--- config.mk ---
export PLATFORM = sky130hd
export DESIGN_NAME = rr_arbiter
export DESIGN_NICKNAME = d
export VERILOG_FILES = /design/src/rtl/rr_arbiter_pkg.sv /design/src/rtl/lowest_one.sv /design/src/rtl/rr_arbiter.sv
export SDC_FILE = /design/constraint.sdc
export NUM_CORES = 1
export LEC_CHECK = 0
export ABC_AREA = 1
export CAP_MARGIN = 10
export CORE_UTILIZATION = 41
export DETAILED_ROUTE_END_ITERATION = 16
export PLACE_DENSITY = 0.67
export SLEW_MARGIN = 20
export SYNTH_ARGS = -nofsm -noshare
export SYNTH_HDL_FRONTEND = slang
export SYNTH_SLANG_ARGS = --single-unit
--- constraint.sdc ---
create_clock -name clk -period 2.15 [get_ports clk]
set_clock_uncertainty 0.1 [all_clocks]
set_input_delay 0.3225 -clock clk [delete_from_list [all_inputs] [get_ports clk]]
set_output_delay 0.3225 -clock clk [all_outputs]
set_load 0.05 [all_outputs]
--- src/rtl/rr_arbiter_pkg.sv ---
// Shared definitions for the round-robin arbiter: FSM states, default
// parameter values and the index-width helper.
package rr_arbiter_pkg;

  // Arbiter FSM: IDLE has no grant outstanding, BUSY holds one grant.
  typedef enum logic [0:0] {
    IDLE = 1'b0,
    BUSY = 1'b1
  } state_e;

  localparam int DEFAULT_N        = 8;
  localparam int DEFAULT_MAX_HOLD = 16;

  // Width of a binary requester index; never narrower than one bit.
  function automatic int idx_width(input int n);
    return (n > 1) ? $clog2(n) : 1;
  endfunction

endpackage : rr_arbiter_pkg

--- src/rtl/lowest_one.sv ---
// Isolates the lowest set bit of an N-bit vector. An LSB-first prefix OR
// marks every position at or above the first one; clearing the positions
// whose lower neighbour is also marked leaves just that first one.
module lowest_one #(
  parameter int N = 8
) (
  input  logic [N-1:0] vec_i,
  output logic [N-1:0] low_o
);

  logic [N-1:0] prefix_or;

  // LSB-first prefix OR, built with a running accumulator so the vector
  // never reads its own bits.
  always_comb begin
    logic run;
    run       = 1'b0;
    prefix_or = '0;
    for (int i = 0; i < N; i++) begin
      run          = run | vec_i[i];
      prefix_or[i] = run;
    end
  end

  assign low_o = prefix_or & ~(prefix_or << 1);

endmodule : lowest_one

--- src/rtl/rr_arbiter.sv ---
// Round-robin arbiter with a hold-time limit. One requester at a time owns
// the shared resource until it signals done or overstays MAX_HOLD cycles;
// on release the search pointer moves just past the released holder and a
// waiting requester is granted on the same edge.
module rr_arbiter
  import rr_arbiter_pkg::*;
#(
  parameter int N        = DEFAULT_N,
  parameter int MAX_HOLD = DEFAULT_MAX_HOLD
) (
  input  logic                 clk,
  input  logic                 rst,
  input  logic [N-1:0]         req,
  input  logic                 done,
  output logic [N-1:0]         gnt,
  output logic                 gnt_valid,
  output logic [$clog2(N)-1:0] gnt_idx,
  output logic                 timeout
);

  localparam int IW = idx_width(N);
  localparam int HW = $clog2(MAX_HOLD + 1);

  localparam logic [HW-1:0] HOLD_LAST = HW'(MAX_HOLD - 1);
  localparam logic [IW-1:0] IDX_LAST  = IW'(N - 1);

  // Registered state
  state_e        state_q,     state_d;
  logic [N-1:0]  gnt_q,       gnt_d;
  logic          gnt_valid_q, gnt_valid_d;
  logic [IW-1:0] gnt_idx_q,   gnt_idx_d;
  logic          timeout_q,   timeout_d;
  logic [IW-1:0] ptr_q,       ptr_d;
  logic [HW-1:0] hold_cnt_q,  hold_cnt_d;

  // Arbitration datapath
  logic          busy;
  logic          hold_limit;
  logic          release_evt;
  logic          forced_release;
  logic [IW-1:0] ptr_next;
  logic [IW-1:0] arb_ptr;
  logic [N-1:0]  cand;
  logic [N-1:0]  ptr_mask;
  logic [N-1:0]  cand_masked;
  logic [N-1:0]  low_masked;
  logic [N-1:0]  low_all;
  logic [N-1:0]  sel;
  logic [IW-1:0] sel_idx;

  assign busy       = (state_q == BUSY);
  assign hold_limit = (hold_cnt_q == HOLD_LAST);

  // done takes priority, so a release that coincides with the hold limit
  // is an ordinary release and raises no timeout.
  assign release_evt    = busy && (done || hold_limit);
  assign forced_release = busy && !done && hold_limit;

  // Pointer position just past the current holder, wrapping at N.
  assign ptr_next = (gnt_idx_q == IDX_LAST) ? '0 : gnt_idx_q + IW'(1);

  // Candidate set and search start: fresh requests from IDLE, or everyone
  // except the outgoing holder when re-arbitrating on a release.
  // NOTE: every combinational output gets a default before any branch so
  // no path leaves it unassigned, which would infer a latch.
  always_comb begin
    cand     = busy ? (req & ~gnt_q) : req;
    arb_ptr  = busy ? ptr_next : ptr_q;
    ptr_mask = '0;
    for (int i = 0; i < N; i++) begin
      ptr_mask[i] = (IW'(i) >= arb_ptr);
    end
    cand_masked = cand & ptr_mask;
  end

  lowest_one #(.N(N)) u_low_masked (
    .vec_i (cand_masked),
    .low_o (low_masked)
  );

  lowest_one #(.N(N)) u_low_all (
    .vec_i (cand),
    .low_o (low_all)
  );

  // Winner: first candidate at or above the pointer, else wrap to the
  // lowest candidate; its index is the OR of the positions of set bits.
  always_comb begin
    sel     = (|cand_masked) ? low_masked : low_all;
    sel_idx = '0;
    for (int i = 0; i < N; i++) begin
      if (sel[i]) begin
        sel_idx = sel_idx | IW'(i);
      end
    end
  end

  // Next-state and next-output logic for the IDLE/BUSY controller.
  always_comb begin
    state_d     = state_q;
    gnt_d       = gnt_q;
    gnt_valid_d = gnt_valid_q;
    gnt_idx_d   = gnt_idx_q;
    ptr_d       = ptr_q;
    hold_cnt_d  = hold_cnt_q;
    timeout_d   = 1'b0;

    unique case (state_q)
      IDLE: begin
        // done with no holder is meaningless and ignored here.
        if (|req) begin
          state_d     = BUSY;
          gnt_d       = sel;
          gnt_valid_d = 1'b1;
          gnt_idx_d   = sel_idx;
          hold_cnt_d  = '0;
        end
      end

      BUSY: begin
        if (release_evt) begin
          ptr_d     = ptr_next;
          timeout_d = forced_release;
          if (|cand) begin
            // Back-to-back hand-over, no idle cycle.
            gnt_d       = sel;
            gnt_valid_d = 1'b1;
            gnt_idx_d   = sel_idx;
            hold_cnt_d  = '0;
          end else begin
            state_d     = IDLE;
            gnt_d       = '0;
            gnt_valid_d = 1'b0;
            gnt_idx_d   = '0;
            hold_cnt_d  = '0;
          end
        end else begin
          // Grant is frozen while held, whatever req does.
          hold_cnt_d = hold_cnt_q + HW'(1);
        end
      end

      default: begin
        state_d     = IDLE;
        gnt_d       = '0;
        gnt_valid_d = 1'b0;
        gnt_idx_d   = '0;
        hold_cnt_d  = '0;
      end
    endcase
  end

  // State and output registers; reset drops any grant immediately.
  // NOTE: clocked state uses non-blocking assignments so every register
  // samples pre-edge values regardless of statement order.
  always_ff @(posedge clk or posedge rst) begin
    if (rst) begin
      state_q     <= IDLE;
      gnt_q       <= '0;
      gnt_valid_q <= 1'b0;
      gnt_idx_q   <= '0;
      timeout_q   <= 1'b0;
      ptr_q       <= '0;
      hold_cnt_q  <= '0;
    end else begin
      state_q     <= state_d;
      gnt_q       <= gnt_d;
      gnt_valid_q <= gnt_valid_d;
      gnt_idx_q   <= gnt_idx_d;
      timeout_q   <= timeout_d;
      ptr_q       <= ptr_d;
      hold_cnt_q  <= hold_cnt_d;
    end
  end

  assign gnt       = gnt_q;
  assign gnt_valid = gnt_valid_q;
  assign gnt_idx   = gnt_idx_q;
  assign timeout   = timeout_q;

endmodule : rr_arbiter

==> metrics.md <==
| Metric | Value |
|---|---|
| Overall global routing resource usage | 0.215 |
| Global route total overflow | 0 |
| Io pins | 24 |
| Crit path launch type | flop |
| Largest net degree at the start of global routing | 23 |
| Final core utilization | 0.611 |
| H-tree lvl count | 1 |
| Non-Filler Instances | approximately 290 |
| Setup TNS Final | 0 ns |
| Post-CTS Hold Buffers | 0 |
| # diodes | 0 |
| First-pass GRT wire length | approximately 6000 um |
| R2R cell count | 14 |
| WP data arrival | between 2 and 2.5 ns |
| Achievable clock frequency | between 400 and 500 MHz |
| Worst rel slew slack | 0.659 |
| Initial antenna violation count | 0 |
| Register area share after synthesis | 0.379 |
| Clock tree sinks | 22 |
| Mapped cell area | 0.00145 mm^2 |
| Hold Fails Final Rpt | 0 |
| Max-Cap Viols | 0 |
| CP Class | flop to flop |
| Final instance area | between 0.002 and 0.0025 mm^2 |
| Slew at the pin closest to its max-slew limit | between 0.5 and 0.6 ns |
| Worst IR drop on VDD | between 500 and 600 uV |
| Number of global-route vias before repair | between 1000 and 1500 |
| Synth area leaders | dfrtp_1 (38%), nand2_1 (17%), nand2_2 (6.0%) |
| Placed Cells | roughly 280 |
| Hold WC Path Type | input port to asynchronous set/reset pin |
| Leakage | approximately 1.0 nW |
| Clock slew at reported path FFs | 0.13 ns |
| Synth area leader | dfrtp_1 |
| Die height | roughly 60 um |
| Crit path buffers/inverters | 1 |
| Number of cell rows | 21 |
| Synth unique cells | 24 |
| Nets | ~260 |
| Synthesis warning total | 0 |
| Worst EP required | 2.30 ns |
| RR Startpoint | gnt_idx[1] |
| Starting Density | 0.432 |
| CP endpoint kind | flop |
| Layout cells sized above 1 | 0.318 |
| Crit-path slowest cell | dfrtp_2 |
| Cell family with most CP delay | simple AND/OR/NAND/NOR gates |
| Synth Net Count | roughly 210 |
| Worst-Skew Late Latency | ~0.31 ns |
| Tcrit/Tclk final | 0.990 |
| Power density cells | between 1000 and 1500 mW/mm^2 |
| Status | finished, final reports clean |
| End of the critical path | gnt_idx[0] |
| Total CTS buffers | 3 |
| Die ar. | 0.00379 mm^2 |
| Root Driver | clkbuf_4 |
| Routed Antenna Nets | 0 |
| Crit path time final | between 2 and 2.5 ns |
| CP max stage delay | between 0.4 and 0.5 ns |
| Worst R2R Setup Slack | roughly 0.021 ns |
| Cells after Synth | 199 |
| Crit-path cells | ha_4 > ha_4 > nand2_4 > nand2_8 > nor2_4 > nand2_2 > nand3_4 > nor2_4 > nand3_1 > nor2_2 > inv_1 > nand3_1 > nand2_1 > nand2_1 |
| Avg WL per Cell | ~13 um |
| # port buffers | 23 |
| CP Max Fanout | 6 |
| WP depth | 14 |
| DR vias/cell | slightly below 5 |
| Via count | ~1400 |
| Pins Over Slew Limit | 0 |
| # DRC | 0 |
| Syn Area/Cell | 7.30 um^2 |
| Die width | 61.5 um |
| CTS max path bufs | 2 |
| Final setup fails | 0 |
| Yosys top cell area share | 0.379 |
| HPWL Detailed | approximately 2600 um |
| Synthesized flop and latch total | 22 |
| Area of the core | about 0.0034 mm^2 |
| Placement Cell Area | around 0.0018 mm^2 |
| Gp weighted congestion | about 0.80 |
| DR pass1 iterations | 4 |
| Worst reg2reg path endpoint | gnt_idx[0] |
| 1st-iter DRT viols | a little over 60 |
| Hold_ws | 0.219 ns |
| Area grow syn2layout | 41.5% |
| CP Launch Point | gnt_idx[1] |
| Final wirelength | between 3000 and 4000 um |
| RSZ-0062 raised after global routing | yes |
| CTS tree | yes |
==> worst reg2reg max path: stages (launching register included) <==
cell,delay (ns)
dfrtp_2,0.45
ha_4,0.16
ha_4,0.27
nand2_4,0.07
nand2_8,0.13
nor2_4,0.06
nand2_2,0.10
nand3_4,0.11
nor2_4,0.11
nand3_1,0.09
nor2_2,0.11
inv_1,0.08
nand3_1,0.08
nand2_1,0.08
nand2_1,0.08
==> where the power goes <==
group	total [W]	internal (W)	switching, W
Combinational	0.00206	0.000763	0.00130
Clock	0.000322	0.000188	0.000133
Sequential	0.000669	0.000554	0.000116
==> worst min-delay path by stage <==
stage | from | to | slack [ns] | cells past startpoint
detailed placement | gnt_valid | gnt_valid | 0.36 | 2
CTS | rst | gnt_valid | 0.23 | 3
global route | rst | gnt_valid | 0.25 | 3
global placement | ptr_q[0] | ptr_q[0] | 0.37 | 2
finish | rst | gnt[5] | 0.22 | 3
floorplan | rst | busy | 0.21 | 1
==> metal layers <==
metal	vias up	GRT usage	share of wire
met5	-	0	0
met4	0	0.0762	0.0097
met3	4	0.0420	0.045
met2	30	0.341	0.48
met1	659	0.293	0.47
li1	717	-	-
==> what timing repair did <==
item | in CTS | in global routing
setup buffers | 1 | 5
setup endpoints to repair | 3 | 13
pin swaps | 4 | 9
resized for setup | 11 | 22
cloned | 0 | 0
==> area by class of cell <==
type,count,area (um^2)
multi-input cells,150,923
clock buffers,3,22.5
flip-flops and latches,22,554
repair buffers,42,375
inverters,24,92.6
fillers,328,1310
well taps,46,57.6
clock inverters,1,30.0
==> cells in the mapped netlist <==
cell type	count
a32o_1	1
a21oi_1	8
nor2_1	12
inv_2	4
nand4_1	4
xor2_1	1
nand3_1	12
o21ai_2	3
inv_1	20
nand2_1	67
o22ai_1	2
nand3_2	2
o21ai_1	3
nand2_2	14
ha_1	4
nor3_1	4
or4_1	1
nor2_2	4
nand2_4	3
buf_6	3
o21ai_0	2
dfrtp_1	22
nor3b_1	1
nor2_4	2
==> cells by family after synthesis <==
logic type               after synthesis  share of synthesized area
adder cells (fa/ha/maj)                4                     0.0345
XOR/XNOR                               1                    0.00603
AO/OA/AOI/OAI                         19                     0.0784
flip-flops                            22                      0.379
AND/OR/NAND/NOR                      126                      0.417
buffers and inverters                 27                     0.0853
==> placed cells by master (no fill, tap or decap), drive strengths merged, types with 2 or more instances in the layout <==
| master | synthesis | layout |
|---|---|---|
| buf | 3 | 19 |
| nor3 | 4 | 4 |
| nor2 | 18 | 18 |
| clkdlybuf4s50 | 0 | 22 |
| ha | 4 | 4 |
| nand2 | 84 | 84 |
| inv | 24 | 24 |
| o22ai | 2 | 2 |
| nand4 | 4 | 4 |
| nand3 | 14 | 14 |
| clkbuf | 0 | 3 |
| dfrtp | 22 | 22 |
| o21ai | 8 | 8 |
| a21oi | 8 | 8 |
==> stage by stage <==
step	setup WS (ns)	total power (W)
final	0.0209	0.00305
after global routing	-0.0906	0.00328
after CTS	0.00952	0.00277
after detailed placement	-0.0329	0.00232
after global placement	-0.0244	0.00231
after floorplan	0.00994	0.00186
==> state kept, by name (all words and copies together), names as in the netlist <==
register and count:
busy 1, ptr_q 3, gnt_valid 1, hold_cnt_q 5
gnt_idx 3, gnt 8, timeout 1
No activity file was read; power rests on OpenSTA's default activity.
==> RTL edit: new RTL, same flow settings <==
Register the output `timeout` once more; this adds one clock of latency there. The other outputs are not delayed to match.
--- a/src/rtl/rr_arbiter.sv
+++ b/src/rtl/rr_arbiter.sv
@@ -176,7 +176,9 @@
   assign gnt       = gnt_q;
   assign gnt_valid = gnt_valid_q;
   assign gnt_idx   = gnt_idx_q;
-  assign timeout   = timeout_q;
+  always_ff @(posedge clk) begin
+    timeout <= timeout_q;
+  end
 
 endmodule : rr_arbiter
 
Behaviour: same outputs for any inputs over 10 cycles, from zero or initial values and one cycle with rst high; that may be too few to reach the edited logic, so the function may still have changed.
==> RTL edit against the original RTL <==
- the run now ends with negative setup slack left
- worst setup slack got worse by 0.036 ns
- combinational power fell by 9%
- area after synthesis fell by 1.7%
- sequential share of layout area rose by 0.92 points
- power fell by 9.2%
- wire length rose by 4.4%
- design area rose by 0.18%
- first-iteration DRC count rose by 31%
- sequential cell count rose by 1
- via count rose by 3.0%
==> RTL edit: results (changes against the original RTL) <==
==================================================================================================
Number of unique standard cell types used by synthesis                                          25   +4.2%
Placed Instances                                                                               287   +3.2%
Clock transition time at the flip-flop clock pins of the worst setup and hold paths        0.15 ns   +0.02 ns
Signal buffers                                                                                  44   +4.8%
Sequential Power Share                                                                       0.242   +0.023
Number of ordinary inverters in the final layout                                                25   +4.2%
Routed vias/inst                                                                             4.889   -0.14%
First-pass GRT wire length                                                                6.120 mm   +2.9%
Global-route total usage across every layer                                                 0.2199   +0.004863
Via count of the first global-routing pass                                                    1345   +2.6%
Internal Power                                                                            1.341 mW   -11%
Signal arrival time at the worst endpoint                                                  2.30 ns   +0.02 ns
Number of nets produced by synthesis                                                           220   +2.8%
Largest voltage drop on the vdd net                                                    0.0006890 V   +27%
Routability Congestion                                                                      0.9302   +17%
CTS Sinks                                                                                       23   +4.5%
Detailed placement HPWL                                                                   2.644 mm   +2.7%
Post-Route Utilization                                                                      0.6172   +0.005938
Share of the yosys chip area belonging to registers                                         0.3996   +0.02067
Run status                                                                            finished, violations left
Final setup vio count                                                                            1   +1
CTS-repair resized insts                                                                        17   +6
Proportion of cell area spent on the clock network                                         0.01458   -0.01098
Die Width                                                                                 61.01 µm   -0.84%
Fraction of met1 tracks used by global routing                                              0.3197   +0.02709
Wire length reported by the detailed router                                               3.761 mm   +4.4%
NumNets Final                                                                                  267   +3.5%
Worst setup slack before clock tree synthesis                                          -0.05107 ns   -0.01817 ns
Max-slew headroom                                                                           0.6563   -0.002509
Area occupied by multi-input gates                                                       907.1 µm²   -1.8%
Static Leakage                                                                            1.022 nW   +2.4%
Share of flip-flops with an asynchronous set or reset                                       0.9565   -0.04348
Signal buffers share of area                                                                0.1914   +0.008780
Global-route track usage on met2                                                            0.3516   +0.01063
Top area cells in the synthesized netlist                                             sky130_fd_sc_hd__dfrtp_1, sky130_fd_sc_hd__nand2_1, sky130_fd_sc_hd__inv_1, sky130_fd_sc_hd__nand3_1, sky130_fd_sc_hd__nor2_1
Violated checks                                                                       negative setup slack
Post-place instance area                                                              0.001822 mm²   +0.55%
Per-instance average area after synthesis                                                6.964 µm²   -4.6%
Share of final-layout standard cells stronger than drive strength 1                         0.2948   -0.02336
Switching component of the power                                                          1.430 mW   -7.5%
Fill cells                                                                                     322   -1.8%
Register fraction of the total cell area                                                    0.2789   +0.009228
Routed len/inst                                                                           12.66 µm   +1.3%
Post-layout worst setup margin                                                         -0.01475 ns   -0.03568 ns
Final hold slack                                                                         0.2135 ns   -0.006003 ns
Commonest cells post-synth                                                            sky130_fd_sc_hd__nand2_1, sky130_fd_sc_hd__dfrtp_1, sky130_fd_sc_hd__inv_1
==================================================================================================
[RTL edit: changes by cell type after synthesis, moves of 2 or more]
cell | unedited run | this run
sky130_fd_sc_hd__a21oi_1 | 8 | 6
sky130_fd_sc_hd__nor2_1 | 12 | 16
sky130_fd_sc_hd__o21ai_2 | 3 | 0
sky130_fd_sc_hd__nand3_1 | 12 | 15
sky130_fd_sc_hd__nand2_4 | 3 | 0
sky130_fd_sc_hd__nand2_2 | 14 | 4
sky130_fd_sc_hd__buf_6 | 3 | 1
sky130_fd_sc_hd__nand4_1 | 4 | 2
sky130_fd_sc_hd__o21ai_0 | 2 | 7
sky130_fd_sc_hd__inv_1 | 20 | 22
sky130_fd_sc_hd__nand2_1 | 67 | 80
[RTL edit: how the worst max path moves through the flow]
| stage | start | endpoint | slack (ns) |
|---|---|---|---|
| global placement | gnt_idx[1] | gnt_idx[1] | -0.06 |
| CTS | gnt_idx[1] | gnt_idx[0] | 0.007 |
| detailed placement | gnt_idx[1] | gnt_idx[1] | -0.05 |
| floorplan | gnt_idx[1] | gnt_idx[0] | -0.005 |
| finish | gnt_idx[1] | gnt_idx[1] | -0.01 |
| global route | gnt_idx[1] | gnt_idx[2] | -0.12 |
[RTL edit: routing by layer]
layer  wire length [µm]  up-vias
met5                  0        -
met4                 21        0
met3                116        4
met2               1807       28
met1               1815      673
li1                   -      747
[RTL edit: cells by family after synthesis]
group / Yosys count / share of synthesized area
flip-flops: 23 / 0.3997
AO/OA/AOI/OAI: 19 / 0.07011
AND/OR/NAND/NOR: 132 / 0.4181
buffers and inverters: 27 / 0.07712
adder cells (fa/ha/maj): 4 / 0.03506
